==> src/rtl/core_pkg.sv <==
// Shared pipeline-control types: per-stage metadata, halt FSM states and the
// bubble encoding that the hazard controller drops into stage 0.
package core_pkg;

   localparam int unsigned CORE_AW = 5;

   typedef struct packed {
      logic               valid;
      logic [CORE_AW-1:0] rd;
      logic               wen;
      logic               is_load;
      logic               is_halt;
   } stage_meta_t;

   typedef enum logic [1:0] {
      HS_RUN    = 2'd0,
      HS_DRAIN  = 2'd1,
      HS_HALTED = 2'd2
   } halt_state_e;

   localparam logic [CORE_AW-1:0] NOP_RD   = {CORE_AW{1'b0}};
   localparam stage_meta_t        NOP_META = '{valid: 1'b0, rd: NOP_RD, wen: 1'b0,
                                               is_load: 1'b0, is_halt: 1'b0};

   // A stage really writes the register file only if valid, enabled and not x0.
   function automatic logic eff_wen(input stage_meta_t m);
      return m.valid && m.wen && (m.rd != NOP_RD);
   endfunction

endpackage

==> src/rtl/fwd_mux.sv <==
// Single-operand forwarding selector: youngest producing stage among 1..NS-1
// wins; loads only forward once their data has reached LOAD_STAGE.
module fwd_mux
   import core_pkg::*;
#(
   parameter int XLEN       = 64,
   parameter int AW         = 5,
   parameter int NS         = 3,
   parameter int LOAD_STAGE = 2
) (
   input  logic [AW-1:0]          r,
   input  logic [XLEN-1:0]        rf,
   input  stage_meta_t [NS-1:1]   meta,
   input  logic [NS*XLEN-1:XLEN]  st_hi,
   output logic [XLEN-1:0]        op,
   output logic [2:0]             sel
);

   logic match_s;

   // Walk oldest to youngest so the youngest match overwrites earlier ones.
   always_comb begin
      op      = rf;
      sel     = 3'd0;
      match_s = 1'b0;
      for (int k = NS - 1; k >= 1; k--) begin
         match_s = (r != {AW{1'b0}}) && eff_wen(meta[k]) && (meta[k].rd == r) &&
                   (!meta[k].is_load || (k >= LOAD_STAGE));
         op  = match_s ? st_hi[k*XLEN +: XLEN] : op;
         sel = match_s ? 3'(k) : sel;
      end
   end

endmodule

==> src/rtl/pipe_hazard_ctrl.sv <==
// Post-decode pipeline control: metadata chain, operand forwarding,
// load-use stall, flush bubbles and sticky halt drain.
module pipe_hazard_ctrl
   import core_pkg::*;
#(
   parameter int XLEN       = 64,
   parameter int AW         = 5,
   parameter int NS         = 3,
   parameter int LOAD_STAGE = 2
) (
   input  logic               clk,
   input  logic               rst_n,
   input  logic               id_valid,
   input  logic [AW-1:0]      id_rs1,
   input  logic [AW-1:0]      id_rs2,
   input  logic [AW-1:0]      id_rd,
   input  logic               id_wen,
   input  logic               id_is_load,
   input  logic               id_is_halt,
   output logic               id_ready,
   input  logic               flush,
   input  logic [XLEN-1:0]    ex_rf1,
   input  logic [XLEN-1:0]    ex_rf2,
   input  logic [NS*XLEN-1:0] st_result,
   output logic [XLEN-1:0]    ex_op1,
   output logic [XLEN-1:0]    ex_op2,
   output logic [2:0]         fwd_sel1,
   output logic [2:0]         fwd_sel2,
   output logic [NS-1:0]      stage_valid,
   output logic               wb_valid,
   output logic               wb_wen,
   output logic [AW-1:0]      wb_rd,
   output logic               halted
);

   stage_meta_t [NS-1:0] stage_q, stage_d;
   logic [AW-1:0]        ex_rs1_q, ex_rs1_d, ex_rs2_q, ex_rs2_d;
   halt_state_e          halt_state_q, halt_state_d;
   logic                 stall_s, halt_pend_s, accept_s;
   logic                 unused_s;

   // Load-use hazard against loads whose data is not yet forwardable.
   always_comb begin
      stall_s = 1'b0;
      for (int k = 0; k < NS; k++) begin
         stall_s = stall_s | ((k + 1 < LOAD_STAGE) && id_valid &&
                   stage_q[k].valid && stage_q[k].is_load &&
                   (((id_rs1 != {AW{1'b0}}) && (stage_q[k].rd == id_rs1)) ||
                    ((id_rs2 != {AW{1'b0}}) && (stage_q[k].rd == id_rs2))));
      end
   end

   // Issue decision, metadata shift and halt FSM next state.
   always_comb begin
      halt_pend_s = (halt_state_q != HS_RUN);
      id_ready    = !flush && !halt_pend_s && !stall_s;
      accept_s    = id_valid && id_ready;
      if (accept_s) begin
         stage_d[0].valid   = 1'b1;
         stage_d[0].rd      = id_rd;
         stage_d[0].wen     = id_wen;
         stage_d[0].is_load = id_is_load;
         stage_d[0].is_halt = id_is_halt;
         ex_rs1_d           = id_rs1;
         ex_rs2_d           = id_rs2;
      end else begin
         stage_d[0] = NOP_META;
         ex_rs1_d   = {AW{1'b0}};
         ex_rs2_d   = {AW{1'b0}};
      end
      for (int k = 1; k < NS; k++) begin
         stage_d[k] = stage_q[k-1];
      end
      case (halt_state_q)
         HS_RUN:    halt_state_d = (accept_s && id_is_halt) ? HS_DRAIN : HS_RUN;
         HS_DRAIN:  halt_state_d = (stage_q[NS-2].valid && stage_q[NS-2].is_halt) ?
                                   HS_HALTED : HS_DRAIN;
         HS_HALTED: halt_state_d = HS_HALTED;
         default:   halt_state_d = HS_RUN;
      endcase
   end

   // Pipeline metadata, stage-0 source registers and halt FSM state.
   always_ff @(posedge clk or negedge rst_n) begin
      if (!rst_n) begin
         stage_q      <= {NS{NOP_META}};
         ex_rs1_q     <= {AW{1'b0}};
         ex_rs2_q     <= {AW{1'b0}};
         halt_state_q <= HS_RUN;
      end else begin
         stage_q      <= stage_d;
         ex_rs1_q     <= ex_rs1_d;
         ex_rs2_q     <= ex_rs2_d;
         halt_state_q <= halt_state_d;
      end
   end

   // Status outputs decoded straight from flops.
   always_comb begin
      for (int k = 0; k < NS; k++) begin
         stage_valid[k] = stage_q[k].valid;
      end
      wb_valid = stage_q[NS-1].valid;
      wb_wen   = eff_wen(stage_q[NS-1]);
      wb_rd    = stage_q[NS-1].rd;
      halted   = (halt_state_q == HS_HALTED);
   end

   assign unused_s = ^{st_result[XLEN-1:0], stage_q[NS-1].is_halt};

   fwd_mux #(.XLEN(XLEN), .AW(AW), .NS(NS), .LOAD_STAGE(LOAD_STAGE)) u_fwd1 (
      .r     (ex_rs1_q),
      .rf    (ex_rf1),
      .meta  (stage_q[NS-1:1]),
      .st_hi (st_result[NS*XLEN-1:XLEN]),
      .op    (ex_op1),
      .sel   (fwd_sel1)
   );

   fwd_mux #(.XLEN(XLEN), .AW(AW), .NS(NS), .LOAD_STAGE(LOAD_STAGE)) u_fwd2 (
      .r     (ex_rs2_q),
      .rf    (ex_rf2),
      .meta  (stage_q[NS-1:1]),
      .st_hi (st_result[NS*XLEN-1:XLEN]),
      .op    (ex_op2),
      .sel   (fwd_sel2)
   );

endmodule

==> config.mk <==
export PLATFORM = sky130hd
export DESIGN_NAME = pipe_hazard_ctrl
export DESIGN_NICKNAME = d
export VERILOG_FILES = /design/src/rtl/core_pkg.sv /design/src/rtl/fwd_mux.sv /design/src/rtl/pipe_hazard_ctrl.sv
export SDC_FILE = /design/constraint.sdc
export NUM_CORES = 1
export LEC_CHECK = 0
export CORE_AREA = 2 2 187 189
export DETAILED_ROUTE_END_ITERATION = 6
export DIE_AREA = 0 0 189 191
export SLEW_MARGIN = 40
export SYNTH_ARGS = -nofsm -noshare
export SYNTH_HDL_FRONTEND = slang
export SYNTH_SLANG_ARGS = --single-unit
==> constraint.sdc <==
create_clock -name clk -period 2.3 [get_ports clk]
set_clock_uncertainty 0.05 [all_clocks]
set_input_delay 0.575 -clock clk [delete_from_list [all_inputs] [get_ports clk]]
set_output_delay 0.575 -clock clk [all_outputs]
set_load 0.01 [all_outputs]
==> impl_metrics.json, run 1 <==
{
  "dpl.hpwl_um": 22600,
  "ys_async_sr_fraction": 1.00,
  "finalHoldViolations": 0,
  "whs_path_depth": 0,
  "dr.pass1.iters": 6,
  "synthMuxAreaShare": 0.0837,
  "routed_wl_um": 34900,
  "p_leak_nw": 5.96,
  "fp.dieW_um": 189,
  "synth_edf_count": 0,
  "status": "complete, but fails checks",
  "ys_types": 30,
  "drtAntennaViolNets": 0,
  "crit_required_ps": 1670,
  "timing.rr.end": "halt_state_q[0]$_DFF_PN0_",
  "synth_top_family_by_area": "simple AND/OR/NAND/NOR gates",
  "setup_ws_ps": -801,
  "most-common-layout-cells": "clkdlybuf4s50_1, buf_6, nand2_1, nor2_4",
  "port_buffers": 421,
  "cts_tree": "built",
  "syn_to_final_growth_pct": 239,
  "crit_path_end_kind": "output port",
  "cellPowerDensity_nw_per_um2": 216,
  "ys_seq_area_frac": 0.215,
  "cts_hold_buffers": 0,
  "hp-start": "stage_d[11]$_DFF_PN0_",
  "synth-seq-cells": 37,
  "cts.clk_slew.worst_paths_ps": 50,
  "grt_setup_unrepaired": "true",
  "gp_congestion": 0.873,
  "via_count": 7445,
  "nNetsFinal": 1603,
  "cts_buffers": 5,
  "clock-sinks": 37,
  "die_h_um": 191,
  "cts_buffer_depth": 2,
  "grt_antenna_before_repair": 8,
  "insertion_delay_ps": 270,
  "rows": 68,
  "dieArea_um2": 36100,
  "ir_drop_uv": 384,
  "yosysTopAreaCellShare": 0.215,
  "synth_top_area_cell": "dfrtp_1",
  "start_kind": "flip-flop",
  "failed_checks": "negative setup slack",
  "ys_warn_count": 0,
  "syn_inst": 674,
  "r2r_slack_ps": 680,
  "cts_max_level": 2,
  "routed_via_density": 4.32,
  "hold_class": "reg -> reg",
  "instances_no_fill": 1724,
  "grt_max_degree": 38,
  "layout_commonest_cell": "clkdlybuf4s50_1",
  "dp_slack_ps": -931,
  "synth-simple-area-share": 0.342,
  "setup_violations": 133,
  "total_power_mw": 3.16,
  "synth_compound_area_frac": 0.195,
  "track_usage": 0.182,
  "avgRoutedWirePerCell_um": 20.3,
  "timing.fmax_ghz": 0.322,
  "utilization": 0.428,
  "cp_data_arrival_time_ps": 2480,
  "drive_above_1_share": 0.590,
  "whs_endpoint": "stage_d[20]$_DFF_PN0_",
  "worstSetupPathType": "reg -> out",
  "synth_adder_area_share": 0,
  "finalCritPeriodShare": 1.35,
  "grt_pass1_vias": 7769,
  "start_util": 0.126,
  "synth_ff_type": "dfrtp_1",
  "netlist_top_cells_area": "dfrtp_1, nand2_1, a31oi_1",
  "ios": 488,
  "root_buffer": "clkbuf_16",
  "crit_fanout": 7,
  "cap_violations": 0,
  "min_period_ps": 3100,
  "slew_violations": 0,
  "worstReg2RegStart": "stage_d[15]$_DFF_PN0_",
  "drc": 0,
  "grt_overflow": 0,
  "grt_pass1_wl_um": 49200,
  "dp_cells": 1600,
  "drtIter0Drc": 172,
  "post_synth_xor_area_fraction": 0.0570,
  "syn_avg_cell_area_um2": 6.39,
  "synth_area_um2": 4310,
  "core-area_um2": 34100,
  "cp-startpoint": "ex_rs1_q[0]$_DFF_PN0_",
  "reg2reg_depth": 6
}
where the power goes:
part	switching (mW)	internal (mW)
sequential	0.0515	0.703
clock	0.236	0.541
combinational	0.637	0.991
sequential cells by signal, summed over array words and instances (netlist names):
name,flops
ex_rs1_q,5
ex_rs2_q,5
halt_state_q,2
stage_d,16
stage_q,1
stage_valid,2
wb_rd,5
wb_valid,1
stage by stage:
| stage | hold WS (ps) | setup TNS (ps) | cell area (um2) |
|---|---|---|---|
| after floorplan | 229 | -14970 | 6170 |
| after global placement | 283 | -110230 | 11400 |
| after detailed placement | 286 | -111440 | 11400 |
| after CTS | 302 | -97880 | 13800 |
| after global routing | 320 | -99660 | 14600 |
| final | 302 | -90980 | 14600 |
critical path: stages, from the launching register on:
cell and delay (ps):
dfrtp_1 390, or4_4 560, o211a_4 270, nand3_4 110
buf_12 170, buf_12 140, buf_6 100, mux2i_2 240
a21oi_2 90, buf_2 150
final cells by class:
type / instances / area, um2
Clock inverter: 1 / 30.0
Timing Repair Buffer: 645 / 7130
Multi-Input combinational cell: 568 / 5780
Antenna cell: 7 / 17.5
Inverter: 4 / 25.0
Clock buffer: 7 / 143
Sequential cell: 37 / 927
Tap cell: 455 / 569
Fill cell: 3193 / 19500
synthesized netlist by cell type (all sizes together) (4+ instances only):
cell,number
nand2,187
a31oi,93
nor2,134
and2,21
dfrtp,37
nand3,4
clkbuf,5
nand4,4
xnor2,22
a21oi,38
inv,4
xor2,6
buf,61
or4,6
mux2i,36
worst max path at each step:
| stage | end |
|---|---|
| after floorplan | ex_op2[8] |
| after global placement | id_ready |
| after detailed placement | id_ready |
| after CTS | ex_op1[45] |
| after global routing | ex_op1[41] |
| final | ex_op1[41] |
kinds of logic after synthesis:
kind of cell,count (synthesis)
AOI/OAI and AO/OA,139
xor gates and xnor gates,28
buffers and inverters,70
DFF,37
muxes,36
other,1
and+or+nand+nor,363
routing by layer:
| layer | GRT usage | part of all wire | vias up |
|---|---|---|---|
| li1 | - | - | 3494 |
| met1 | 0.223 | 0.42 | 3603 |
| met5 | 0 | 0.00037 | - |
| met3 | 0.0349 | 0.059 | 41 |
| met4 | 0.0598 | 0.022 | 2 |
| met2 | 0.318 | 0.50 | 305 |
repair_timing:
| item | 4_1_cts | 5_1_grt |
|---|---|---|
| pin swaps | 36 | 34 |
| cloned | 28 | 2 |
| setup buffers | 72 | 27 |
| endpoints found under the setup margin | 134 | 134 |
| gates resized for setup | 915 | 172 |
Power figures use the tool's default switching activity.
==> run 2, diff against run 1 <==
--- a/config.mk
+++ b/config.mk
@@ -5,9 +5,9 @@
 export SDC_FILE = /design/constraint.sdc
 export NUM_CORES = 1
 export LEC_CHECK = 0
-export CORE_AREA = 2 2 187 189
+export CORE_AREA = 2 2 191 193
 export DETAILED_ROUTE_END_ITERATION = 6
-export DIE_AREA = 0 0 189 191
+export DIE_AREA = 0 0 193 195
 export SLEW_MARGIN = 40
 export SYNTH_ARGS = -nofsm -noshare
 export SYNTH_HDL_FRONTEND = slang
==> constraint.sdc (replaced) <==
create_clock -name clk -period 3.3 [get_ports clk]
set_clock_uncertainty 0.05 [all_clocks]
set_input_delay 0.825 -clock clk [delete_from_list [all_inputs] [get_ports clk]]
set_output_delay 0.825 -clock clk [all_outputs]
set_load 0.01 [all_outputs]
==> impl_metrics.json, run 2 (synthesis results as in run 1) <==
{
  "antenna_cells": 0,
  "drive_above_1_share": 0.372,
  "grt_setup_unrepaired": "true",
  "power.switching_mw": 0.575,
  "grt_max_degree": 38,
  "ios": 488,
  "worstSetupPathType": "reg -> out",
  "setup_violations": 43,
  "insertion_delay_ps": 270,
  "p_leak_nw": 5.03,
  "finalHoldViolations": 0,
  "dr.pass1.iters": 5,
  "syn_to_final_growth_pct": 164,
  "status": "complete, but fails checks",
  "gp_congestion": 0.898,
  "timing.fmax_ghz": 0.295,
  "layout_commonest_cell": "clkdlybuf4s50_1",
  "dpl.hpwl_um": 20400,
  "nNetsFinal": 1539,
  "clockPowerShare": 0.231,
  "hold_ws_ps": 298,
  "cap_violations": 0,
  "grt_overflow": 0,
  "drtIter0Drc": 235,
  "failed_checks": "negative setup slack",
  "die_h_um": 195,
  "clock-sinks": 37,
  "cp_data_arrival_time_ps": 2510,
  "port_buffers": 421,
  "grt_pass1_vias": 6898,
  "start_kind": "flip-flop",
  "via_count": 7029,
  "finalCritPeriodShare": 1.03,
  "drtAntennaViolNets": 0,
  "setup_ws_ps": -84.4,
  "dieArea_um2": 37600,
  "grt_pass1_wl_um": 41800,
  "routed_via_density": 4.24,
  "cts_tree": "built",
  "largest_reg_flops": 16,
  "crit_required_ps": 2420,
  "min_period_ps": 3380,
  "root_buffer": "clkbuf_16",
  "grt_antenna_before_repair": 0,
  "routed_wl_um": 31300,
  "cts.clk_slew.worst_paths_ps": 50,
  "sw_frac_of_total": 0.299,
  "total_power_mw": 1.92,
  "start_util": 0.122,
  "crit_path_end_kind": "output port",
  "cts_buffer_depth": 2,
  "p_seq_frac": 0.274,
  "most-common-layout-cells": "clkdlybuf4s50_1, nand2_1, buf_2, a31oi_1, buf_4",
  "intPower_mw": 1.35,
  "crit_fanout": 6,
  "ir_drop_uv": 261,
  "drc": 0,
  "track_usage": 0.148,
  "rows": 69,
  "slew_violations": 0,
  "fp.dieW_um": 193,
  "comb_power_share": 0.495,
  "final.setup.tns_ps": -1420,
  "core-area_um2": 35400,
  "cellPowerDensity_nw_per_um2": 169,
  "avgRoutedWirePerCell_um": 18.9,
  "cts_buffers": 5,
  "hold_class": "reg -> reg",
  "cts_max_level": 2
}
[run 2: layer usage]
layer | global-route usage | routed length (um)
met4 | 0.0241 | 388
met5 | 0 | 0
met3 | 0.0243 | 2620
met1 | 0.181 | 12400
met2 | 0.271 | 15900
[run 2: cell type report]
class                           count  area (um2)
Sequential cell                    37         928
Clock buffer                        6         129
Clock inverter                      2        10.0
Fill cell                        3669       24000
Multi-Input combinational cell    568        3870
Tap cell                          461         577
Timing Repair Buffer              581        5840
Inverter                            4        15.0
[run 2: worst max-delay path, cell delays in order (launching register included)]
cell     delay (ps)
dfrtp_1         390
buf_4           160
xnor2_2         110
nand3_1          90
or4_4           560
buf_12          170
buf_12          130
buf_16          150
buf_6           110
a21oi_2         110
buf_4           150
buf_6           100
[run 2: power groups by stage]
stage | registers (mW) | logic (mW) | clock network, mW
after floorplan | 0.528 | 0.250 | 0
after global placement | 0.530 | 0.921 | 0
after detailed placement | 0.531 | 0.925 | 0
after CTS | 0.526 | 0.876 | 0.454
after global routing | 0.533 | 1.01 | 0.481
final | 0.527 | 0.951 | 0.443
[run 2: worst paths after layout]
check,startpoint,to,slack (ps),cells past startpoint
worst max register to register,stage_d[13]$_DFF_PN0_,ex_rs2_q[1]$_DFF_PN0_,1610,7
worst min-delay path,stage_d[9]$_DFF_PN0_,stage_d[18]$_DFF_PN0_,300,0
max in group asynchronous,rst_n,stage_d[23]$_DFF_PN0_,1950,2
min in group asynchronous,rst_n,stage_d[12]$_DFF_PN0_,920,2
worst max-delay path,stage_d[25]$_DFF_PN0_,ex_op1[42],-80,11
worst min register to register,stage_d[9]$_DFF_PN0_,stage_d[18]$_DFF_PN0_,300,0
[run 2: per-stage QoR]
step                instance area (um2)  utilization  instances  setup WS (ps)
floorplan                          4310            -        675            571
global placement                   9500        0.268       1577           -444
detailed placement                 9500        0.268       1577           -393
CTS                               10500        0.296       1651           -128
global route                      11400        0.321       1659           -164
finish                            11400        0.321       1659          -84.4
[run 2: what timing repair did]
item	4_1_cts	5_1_grt
pin swaps	15	36
hold buffers	0	0
cloned	16	3
resized for setup	652	214
setup endpoints to repair	133	133
buffers inserted	51	21
